File: config.mk
export PLATFORM = sky130hd
export DESIGN_NAME = control_sequencer
export DESIGN_NICKNAME = d
export VERILOG_FILES = /design/src/rtl/control_sequencer.sv
export SDC_FILE = /design/constraint.sdc
export NUM_CORES = 1
export LEC_CHECK = 0
export CAP_MARGIN = 10
export CORE_AREA = 2 2 39 41
export DETAILED_ROUTE_END_ITERATION = 16
export DIE_AREA = 0 0 41 43
export DONT_BUFFER_PORTS = 1
export PLACE_DENSITY_LB_ADDON = 0.3
export SLEW_MARGIN = 20
export SYNTH_ARGS = -nofsm -noshare
export SYNTH_HDL_FRONTEND = slang
export SYNTH_SLANG_ARGS = --single-unit
File: constraint.sdc
create_clock -name clk -period 1.7 [get_ports clk]
set_input_delay 0.17 -clock clk [delete_from_list [all_inputs] [get_ports clk]]
set_output_delay 0.17 -clock clk [all_outputs]
set_load 0.01 [all_outputs]
File: src/rtl/control_sequencer.sv
// Microcoded control unit for the 8-bit SAP datapath: microstep counter on the falling
// clock edge plus combinational decode of the 16-bit control word.
module control_sequencer #(
  parameter int STEPS     = 5,
  parameter bit EARLY_END = 1'b1
) (
  input  logic        clk,
  input  logic        clr,
  input  logic [3:0]  opcode,
  input  logic        flag_c,
  input  logic        flag_z,
  output logic [15:0] ctrl,
  output logic [2:0]  step,
  output logic        hlt
);

  localparam logic [15:0] C_HLT = 16'h8000;
  localparam logic [15:0] C_MI  = 16'h4000;
  localparam logic [15:0] C_RI  = 16'h2000;
  localparam logic [15:0] C_RO  = 16'h1000;
  localparam logic [15:0] C_IO  = 16'h0800;
  localparam logic [15:0] C_II  = 16'h0400;
  localparam logic [15:0] C_AI  = 16'h0200;
  localparam logic [15:0] C_AO  = 16'h0100;
  localparam logic [15:0] C_EO  = 16'h0080;
  localparam logic [15:0] C_SU  = 16'h0040;
  localparam logic [15:0] C_BI  = 16'h0020;
  localparam logic [15:0] C_OI  = 16'h0010;
  localparam logic [15:0] C_CE  = 16'h0008;
  localparam logic [15:0] C_CO  = 16'h0004;
  localparam logic [15:0] C_J   = 16'h0002;
  localparam logic [15:0] C_FI  = 16'h0001;

  localparam logic [2:0] LAST_STEP = 3'(STEPS - 1);

  logic [2:0]  r_step;
  logic        r_halted;
  logic [2:0]  w_last;
  logic [2:0]  w_next;
  logic        w_enter_halt;
  logic [15:0] w_ctrl;

  // Last active microstep per opcode; undefined opcodes fall through to NOP.
  always_comb begin
    w_last = 3'd1;
    case (opcode)
      4'h1, 4'h4:                         w_last = 3'd3;
      4'h2, 4'h3:                         w_last = 3'd4;
      4'h5, 4'h6, 4'h7, 4'h8, 4'hE, 4'hF: w_last = 3'd2;
      default:                            w_last = 3'd1;
    endcase
  end

  always_comb begin
    w_next = r_step + 3'd1;
    if (EARLY_END && (r_step == w_last)) begin
      w_next = 3'd0;
    end else if (r_step == LAST_STEP) begin
      w_next = 3'd0;
    end
  end

  assign w_enter_halt = !r_halted && (w_next == 3'd2) && (opcode == 4'hF);

  // Falling-edge update gives the decode half a cycle to settle before capture.
  always_ff @(negedge clk or posedge clr) begin
    if (clr) begin
      r_step   <= 3'd0;
      r_halted <= 1'b0;
    end else if (!r_halted) begin
      r_step <= w_next;
      if (w_enter_halt) begin
        r_halted <= 1'b1;
      end
    end
  end

  // Flags are tested with if so an unknown flag resolves to not-taken.
  always_comb begin
    w_ctrl = '0;
    if (r_halted) begin
      w_ctrl = C_HLT;
    end else begin
      case (r_step)
        3'd0: w_ctrl = C_CO | C_MI;
        3'd1: w_ctrl = C_RO | C_II | C_CE;
        3'd2: begin
          case (opcode)
            4'h1, 4'h2, 4'h3, 4'h4: w_ctrl = C_IO | C_MI;
            4'h5:                   w_ctrl = C_IO | C_AI;
            4'h6:                   w_ctrl = C_IO | C_J;
            4'h7: begin
              if (flag_c) begin
                w_ctrl = C_IO | C_J;
              end
            end
            4'h8: begin
              if (flag_z) begin
                w_ctrl = C_IO | C_J;
              end
            end
            4'hE:                   w_ctrl = C_AO | C_OI;
            4'hF:                   w_ctrl = C_HLT;
            default:                w_ctrl = '0;
          endcase
        end
        3'd3: begin
          case (opcode)
            4'h1:       w_ctrl = C_RO | C_AI;
            4'h2, 4'h3: w_ctrl = C_RO | C_BI;
            4'h4:       w_ctrl = C_AO | C_RI;
            default:    w_ctrl = '0;
          endcase
        end
        3'd4: begin
          case (opcode)
            4'h2:    w_ctrl = C_EO | C_AI | C_FI;
            4'h3:    w_ctrl = C_EO | C_AI | C_SU | C_FI;
            default: w_ctrl = '0;
          endcase
        end
        default: w_ctrl = '0;
      endcase
    end
  end

  assign ctrl = w_ctrl;
  assign step = r_step;
  assign hlt  = w_ctrl[15];

endmodule
# [After elaboration in Yosys (flattened, before gate mapping)]
# Memory sizes are Yosys's and may differ from the RTL's.
# Index checks and enable logic that the tools add are counted.
[classes] add_sub_neg=1 n_mul=0 div_mod_pow=0 n_lt_le_gt_ge=0 n_eq_ne=16 n_shift=0 mux=11 bitwise_logic=0 n_reduce_logical=6
[ops] operator="$pmux W16 S7" n=1
[ops] operator="$pmux W16 S5" n=1
[ops] operator="$pmux W14 S3" n=1
[ops] operator="$mux W12" n=2
[ops] operator="$pmux W10 S2" n=1
[ops] operator="$eq A4 B3 Y1 const B" n=4
[ops] operator="$mux W16" n=1
[ops] operator="$eq A4 B4 Y1 const B" n=3
[ops] operator="$eq A3 B2 Y1 const B" n=3
[ops] operator="$eq A4 B2 Y1 const B" n=2
[ops] operator="$mux W3" n=2
[ops] operator="$eq A4 B1 Y1 const B" n=1
[ops] operator="$reduce_or A4 Y1" n=1
[ops] operator="$add A3 B1 Y3 const B" n=1
[ops] operator="$eq A3 B1 Y1 const B" n=1
[ops] operator="$eq A3 B3 Y1" n=1
[ops] operator="$eq A3 B3 Y1 const B" n=1
[ops] operator="$logic_not A3 Y1" n=1
[ops] operator="$logic_and A1 B1 Y1" n=2
[ops] operator="$mux W1" n=2
[ops] operator="$reduce_or A2 Y1" n=1
[ops] operator="$logic_not A1 Y1" n=1
[word_totals] ff_bits=4 latch_bits=0 mem_bits_rw=0 mem_bits_ro=48 inputBits=8 wordCells=37 memories=1
[memory_table] name="(name not given)" words=16 word_bits=3 read_ports=1 rd_clocked_by_memory_dff=0 wr=0 line_no="46" text="case (opcode)"

# [Logic depth before layout (Yosys ltp)]
# Gate-level depths: netlist of run 1.
[logic_depth] depth_word=8 depth_mapped=7 ltp_nobuf=7

==> results of run 1 <==
[layout make-up]
type,count,area [um^2]
multi-input cells,79,629
fillers,95,345
repair buffers,28,233
flip-flops and latches,4,100
inverters,9,33.8
clock buffers,3,22.5
well taps,16,20.0
[cells by family after synthesis]
group,Yosys count,synth area share
muxes,1,0.0143
xor gates and xnor gates,3,0.0375
buffers and inverters,19,0.132
and+or+nand+nor,44,0.309
AOI/OAI and AO/OA,26,0.275
DFF,4,0.143
adders and majority gates,5,0.0893
[power groups by stage]
stage               Sequential, W  Clock (W)  Combinational (W)
floorplan                0.000218          0           0.000645
global placement         0.000187          0            0.00102
detailed placement       0.000192          0            0.00104
CTS                      0.000191   0.000126            0.00120
global route             0.000198   0.000130            0.00134
finish                   0.000193   0.000120            0.00121
[flip-flops by register name (all words and copies together) (netlist names)]
signal and flops:
r_halted 1, step 3
[worst min path at each step]
| stage | from | endpoint | slack [ns] | cells past startpoint |
|---|---|---|---|---|
| 2_1_floorplan | flag_c | ctrl[1] | 0.53 | 2 |
| 3_3_place_gp | opcode[3] | ctrl[12] | 0.42 | 1 |
| 3_5_place_dp | opcode[3] | ctrl[12] | 0.41 | 1 |
| 4_1_cts | clr | step[0] | 0.42 | 1 |
| 5_1_grt | opcode[3] | ctrl[12] | 0.42 | 1 |
| 6_report | clr | step[2] | 0.42 | 1 |
[what timing repair did]
| action | 4_1_cts | 5_1_grt |
|---|---|---|
| gates resized for setup | 20 | 1 |
| pin swaps | 4 | 3 |
| setup buffers | 2 | 0 |
| endpoints found under the setup margin | 23 | 23 |
[routing by layer]
layer  vias to the layer above  global-route usage  routed length (um)
met5                         -                   0                   0
li1                        403                   -                   -
met2                        36               0.431                1080
met3                         0              0.0419                 119
met1                       383               0.327                 878
met4                         0               0.107                   0
[worst register-to-register path, cell delays in order, from the launching register on]
cell      delay (ns)
dfrtn_1         0.38
buf_4           0.18
nor4bb_1        0.32
a31oi_1         0.08
o22a_1          0.20
a211oi_2        0.26
nor2_1          0.06
[metrics by stage]
step | setup TNS, ns | setup WS (ns) | util | hold WS (ns)
global route | -16.50 | -1.07 | 0.750 | 0.417
global placement | -10.75 | -0.687 | 0.663 | 0.416
CTS | -15.20 | -1.01 | 0.744 | 0.417
detailed placement | -11.53 | -0.734 | 0.663 | 0.415
finish | -15.12 | -1.01 | 0.750 | 0.418
floorplan | -12.17 | -0.878 | - | 0.531
[placed cells by master, fill, tap and decap left out, types with 2 or more instances in the layout]
| master | Yosys | final |
|---|---|---|
| nand2_1 | 9 | 5 |
| inv_1 | 9 | 7 |
| nand2b_1 | 2 | 2 |
| dfrtn_1 | 4 | 4 |
| a21oi_1 | 4 | 4 |
| inv_2 | 0 | 2 |
| o21bai_1 | 4 | 2 |
| nor4_4 | 0 | 2 |
| xnor2_1 | 3 | 3 |
| a31oi_1 | 4 | 4 |
| nor2_1 | 17 | 16 |
| nand2_2 | 0 | 2 |
| buf_4 | 3 | 22 |
| ha_2 | 0 | 2 |
| nand2_4 | 0 | 2 |
| nand3_1 | 3 | 3 |
| buf_6 | 1 | 6 |
| clkbuf_4 | 0 | 3 |
| nand4_1 | 2 | 2 |
| ha_1 | 5 | 3 |
==> flow_summary.yaml, run 1 <==
global_routing:
  grt.total_usage: 0.265
  grt-ovfl-total: 0
  antenna_found_initial: 0
  grt_pass1_vias: 765
  grt_start_max_net_pins: 19
  grt_pass1_wl_um: 3210
logic_synthesis:
  synthesis.area_um2: 701
  synthTopCellsByArea: "dfrtn_1, nor2_1, ha_1"
  synthArstFlopShare: 1.00
  yosysMostFrequentCell: "nor2_1"
  syn_area_per_cell_um2: 6.87
  synth_top_area_share: 0.143
  synth_cells: 102
  synth-edff-count: 0
  yosysWarnings: 0
  ys_top_cells_by_count: "nor2_1, inv_1, nand2_1"
  yosysSeqAreaShare: 0.143
  yosys.cell_types.count: 37
  synth_seq_cells: 4
  synth_top_flop_cell: "dfrtn_1"
  yosysTopAreaCell: "dfrtn_1"
  synth_fp_nets: 115
power:
  internal-power_w: 0.000818
  peakVddDrop_mv: 1.12
  p_sw_w: 0.000706
  pwr-share-clk: 0.079
  power_frac_seq: 0.126
  sw_frac_of_total: 0.463
  power.leakage_nw: 0.474
  p_total_w: 0.00152
  p_comb_frac: 0.795
  p_per_area_mw_per_mm2: 1470
outcome:
  status: "finished with violations"
  violations: "setup timing"
routing:
  wl_um: 2080
  first_pass_iters: 4
  dr_total_vias: 822
  wire_per_inst_um: 14.9
  dr.first_iter.drc_count: 14
  drc: 0
  final_antenna_net_count: 0
  drt-vias-per-instance: 5.91
floorplanning:
  core-area_mm2: 0.00138
  pin_count: 28
  fp-row-count: 14
  fp.dieW_um: 41
  start_util: 0.506
  die_h_um: 43
  dieArea_mm2: 0.00176
hold_path:
  hp-class: "in -> async"
timing:
  finalMaxSlewViolations: 0
  fin_worst_skew_ns: 0.00501
  setup_viol: 23
  hold_viol_final: 0
  tightest_slew_ns: 0.856
  layout_setup_ws_ns: -1.01
  max_slew_margin: 0.414
  rsz0062_at_grt: "yes"
worst_setup_path:
  worstSetupStartpointType: "flop"
  timing.rr.end: "step[1]"
  cp_slowest_cell: "dfrtn_1"
  timing.rr.start: "step[1]"
  arrival_ns: 2.54
  cp_num_buf_inv: 0
  r2r_slack_ns: 0.07
  worstPathMaxFanout: 4
  critPathLaunch: "step[0]"
  cp_top_family: "flip-flops"
  rr_worst_depth: 6
  path_depth: 6
  cp_cell_sequence: "ha_1 > nor3_1 > nor2_1 > o21bai_1 > or2_4 > o41ai_4"
  cp_data_required_time_ns: 1.53
  endpoint: "ctrl[12]"
  crit_type: "reg -> out"
  end_kind: "output pin"
  crit_path_max_incr_delay_ns: 0.46
final_layout:
  instances_no_fill: 139
  antenna_cells: 0
  syn_to_final_growth_pct: 48.2
  fin_nets: 138
  design_area_mm2: 0.00104
  drive_gt1_frac: 0.431
placement:
  placed_cell_area_um2: 917
  place.gp.congestion: 0.849
  numPlacedInstances: 134
  portBuffers: 0
  dp_hpwl_um: 1450
clock_tree:
  clock-sinks: 4
  insertion_delay_ns: 0.25
  clk_pin_slew_ns: 0.03
  ctsRootBufferMaster: "clkbuf_4"
  clockBufferDepth: 2
  ctsHoldBuffers: 0
  cts-buffers-inserted: 3
  cts_tree: "yes"
  ctsHtreeMaxLevel: 1
job:
  drv_cap: 0
Note: power is estimated with default switching activity, not from simulation.
==> run 2: changes to the inputs <==
--- a/config.mk
+++ b/config.mk
@@ -9,2 +9,3 @@
 export CORE_AREA = 2 2 39 41
+export CTS_CLUSTER_DIAMETER = 50
 export DETAILED_ROUTE_END_ITERATION = 16
==> constraint.sdc (replaced) <==
create_clock -name clk -period 2.7 [get_ports clk]
set_input_delay 0.54 -clock clk [delete_from_list [all_inputs] [get_ports clk]]
set_output_delay 0.54 -clock clk [all_outputs]
set_load 0.01 [all_outputs]
==> run 2 against run 1 <==
Net effect: the flow still finishes with violations (setup timing); critical path depth grew 1; first-iteration DRC count shrank 29%; worst hold slack gained 0.25 ns; sequential share of layout area shrank 0.069 points; global-route usage shrank 2.4 points; sequential power shrank 37%; combinational power shrank 36%.
==> flow_summary.yaml, run 2 (synthesis results as in run 1) <==
outcome:
  status: "finished with violations"
  violations: "setup timing"
floorplanning:
  start_util: 0.506
  fp-row-count: 14
  pin_count: 28
  die_h_um: 43
  dieArea_mm2: 0.00176
  core-area_mm2: 0.00138
  fp.dieW_um: 41
timing:
  finalMaxSlewViolations: 0
  max_slew_margin: 0.648
  layout_setup_ws_ns: -0.911
  fin_worst_skew_ns: 0.00224
  finalSetupTns_ns: -12.52
  setup_viol: 22
  tightest_slew_ns: 0.515
  hold_viol_final: 0
  rsz0062_at_grt: "yes"
worst_setup_path:
  cp_cell_sequence: "inv_1 > ha_2 > nor3_2 > nor2_1 > o21bai_1 > or2_4 > o41ai_4"
  crit_type: "reg -> out"
  timing.rr.start: "step[1]"
  endpoint: "ctrl[12]"
  r2r_slack_ns: 1.12
  path_depth: 7
  timing.rr.end: "step[1]"
  worstPathMaxFanout: 4
  cp_slowest_cell: "dfrtn_1"
  arrival_ns: 3.07
  critPathLaunch: "step[0]"
  end_kind: "output pin"
  cp_num_buf_inv: 1
  crit_path_max_incr_delay_ns: 0.38
  worstSetupStartpointType: "flop"
  cp_data_required_time_ns: 2.16
  cp_top_family: "simple AND/OR/NAND/NOR gates"
  rr_worst_depth: 6
clock_tree:
  ctsHoldBuffers: 0
  clk_pin_slew_ns: 0.03
  ctsHtreeMaxLevel: 1
  cts_tree: "yes"
  insertion_delay_ns: 0.25
  clock-sinks: 4
  clockBufferDepth: 2
  ctsRootBufferMaster: "clkbuf_4"
  cts-buffers-inserted: 3
placement:
  place.gp.congestion: 0.849
  dp_hpwl_um: 1440
  portBuffers: 0
  place_ws_ns: -0.599
  placed_cell_area_um2: 917
  numPlacedInstances: 134
global_routing:
  grt.total_usage: 0.240
  grt-ovfl-total: 0
  antenna_found_initial: 0
  grt_pass1_wl_um: 2920
  grt_pass1_vias: 712
  grt_start_max_net_pins: 19
final_layout:
  largest_register_ffs: 3
  seqCellArea_um2: 100
  design_area_mm2: 0.00105
  nFillCells: 101
  antenna_cells: 0
  drive_gt1_frac: 0.463
  layout_commonest_cell: "buf_4"
  most-common-layout-cells: "buf_4, nor2_1, inv_1, buf_6, nand2_1"
  fin_nets: 138
  multi_input_area_um2: 637
  syn_to_final_growth_pct: 49.3
  instances_no_fill: 139
power:
  p_total_w: 0.000974
  power.leakage_nw: 0.475
  peakVddDrop_mv: 0.837
  p_per_area_mw_per_mm2: 931
routing:
  final_antenna_net_count: 0
  dr.first_iter.drc_count: 10
  drt-vias-per-instance: 5.79
  wire_per_inst_um: 14.7
  dr_total_vias: 805
  wl_um: 2040
  drc: 0
  first_pass_iters: 4
hold_path:
  hp-class: "reg -> reg"
job:
  drv_cap: 0
[run 2: changes by cell type in the layout (fill, tap and decap cells not counted)]
cell and change:
or3b_4 +1, nor4_2 +1, nor3_2 +1, a311oi_1 -1, or3b_1 -1, ha_2 +1, a311oi_2 +1, ha_1 -1
nor3_1 -1, nor4_4 -1
[run 2: metrics by stage]
| stage | hold WS [ns] | util |
|---|---|---|
| after floorplan | 0.652 | - |
| after global placement | 0.660 | 0.663 |
| after detailed placement | 0.672 | 0.663 |
| after CTS | 0.672 | 0.741 |
| after global routing | 0.706 | 0.756 |
| final | 0.671 | 0.756 |
[run 2: per-layer routing]
layer	GRT usage	vias up	share of wire	routed length, um
li1	-	400	-	-
met1	0.298	375	0.44	891
met2	0.403	28	0.51	1040
met3	0.0419	2	0.049	99
met4	0.0667	0	0.0049	10
met5	0	-	0	0
[run 2: power breakdown]
part / leakage [nW] / total, W / internal (W) / switching [W]
logic: 0.411 / 0.000777 / 0.000382 / 0.000395
clock network: 0.0138 / 0.0000761 / 0.0000498 / 0.0000263
registers: 0.0500 / 0.000121 / 0.0000916 / 0.0000292
[run 2: cell type report]
class / count / area share
Multi-Input combinational cell: 79 / 0.609
Sequential cell: 4 / 0.0957
Timing Repair Buffer: 28 / 0.222
Clock buffer: 3 / 0.0215
Inverter: 9 / 0.0323
Tap cell: 16 / 0.0191
[run 2: worst min path at each step]
stage                    end  depth (start not counted)     start
finish              r_halted                          2  r_halted
global route        r_halted                          2  r_halted
CTS                  step[0]                          2   step[0]
detailed placement  r_halted                          2  r_halted
global placement     step[0]                          2   step[0]
floorplan            step[0]                          1   step[0]
[run 2: worst min-delay path: stages, from the launching register on]
cell	delay, ns
dfrtn_1	0.43
buf_4	0.19
o21bai_1	0.13
[run 2: repair_timing]
item | 4_1_cts | 5_1_grt
pin swaps | 4 | 0
gates resized for setup | 19 | 6
buffers inserted | 2 | 1
hold endpoints to repair | 0 | 0
endpoints found under the setup margin | 22 | 23
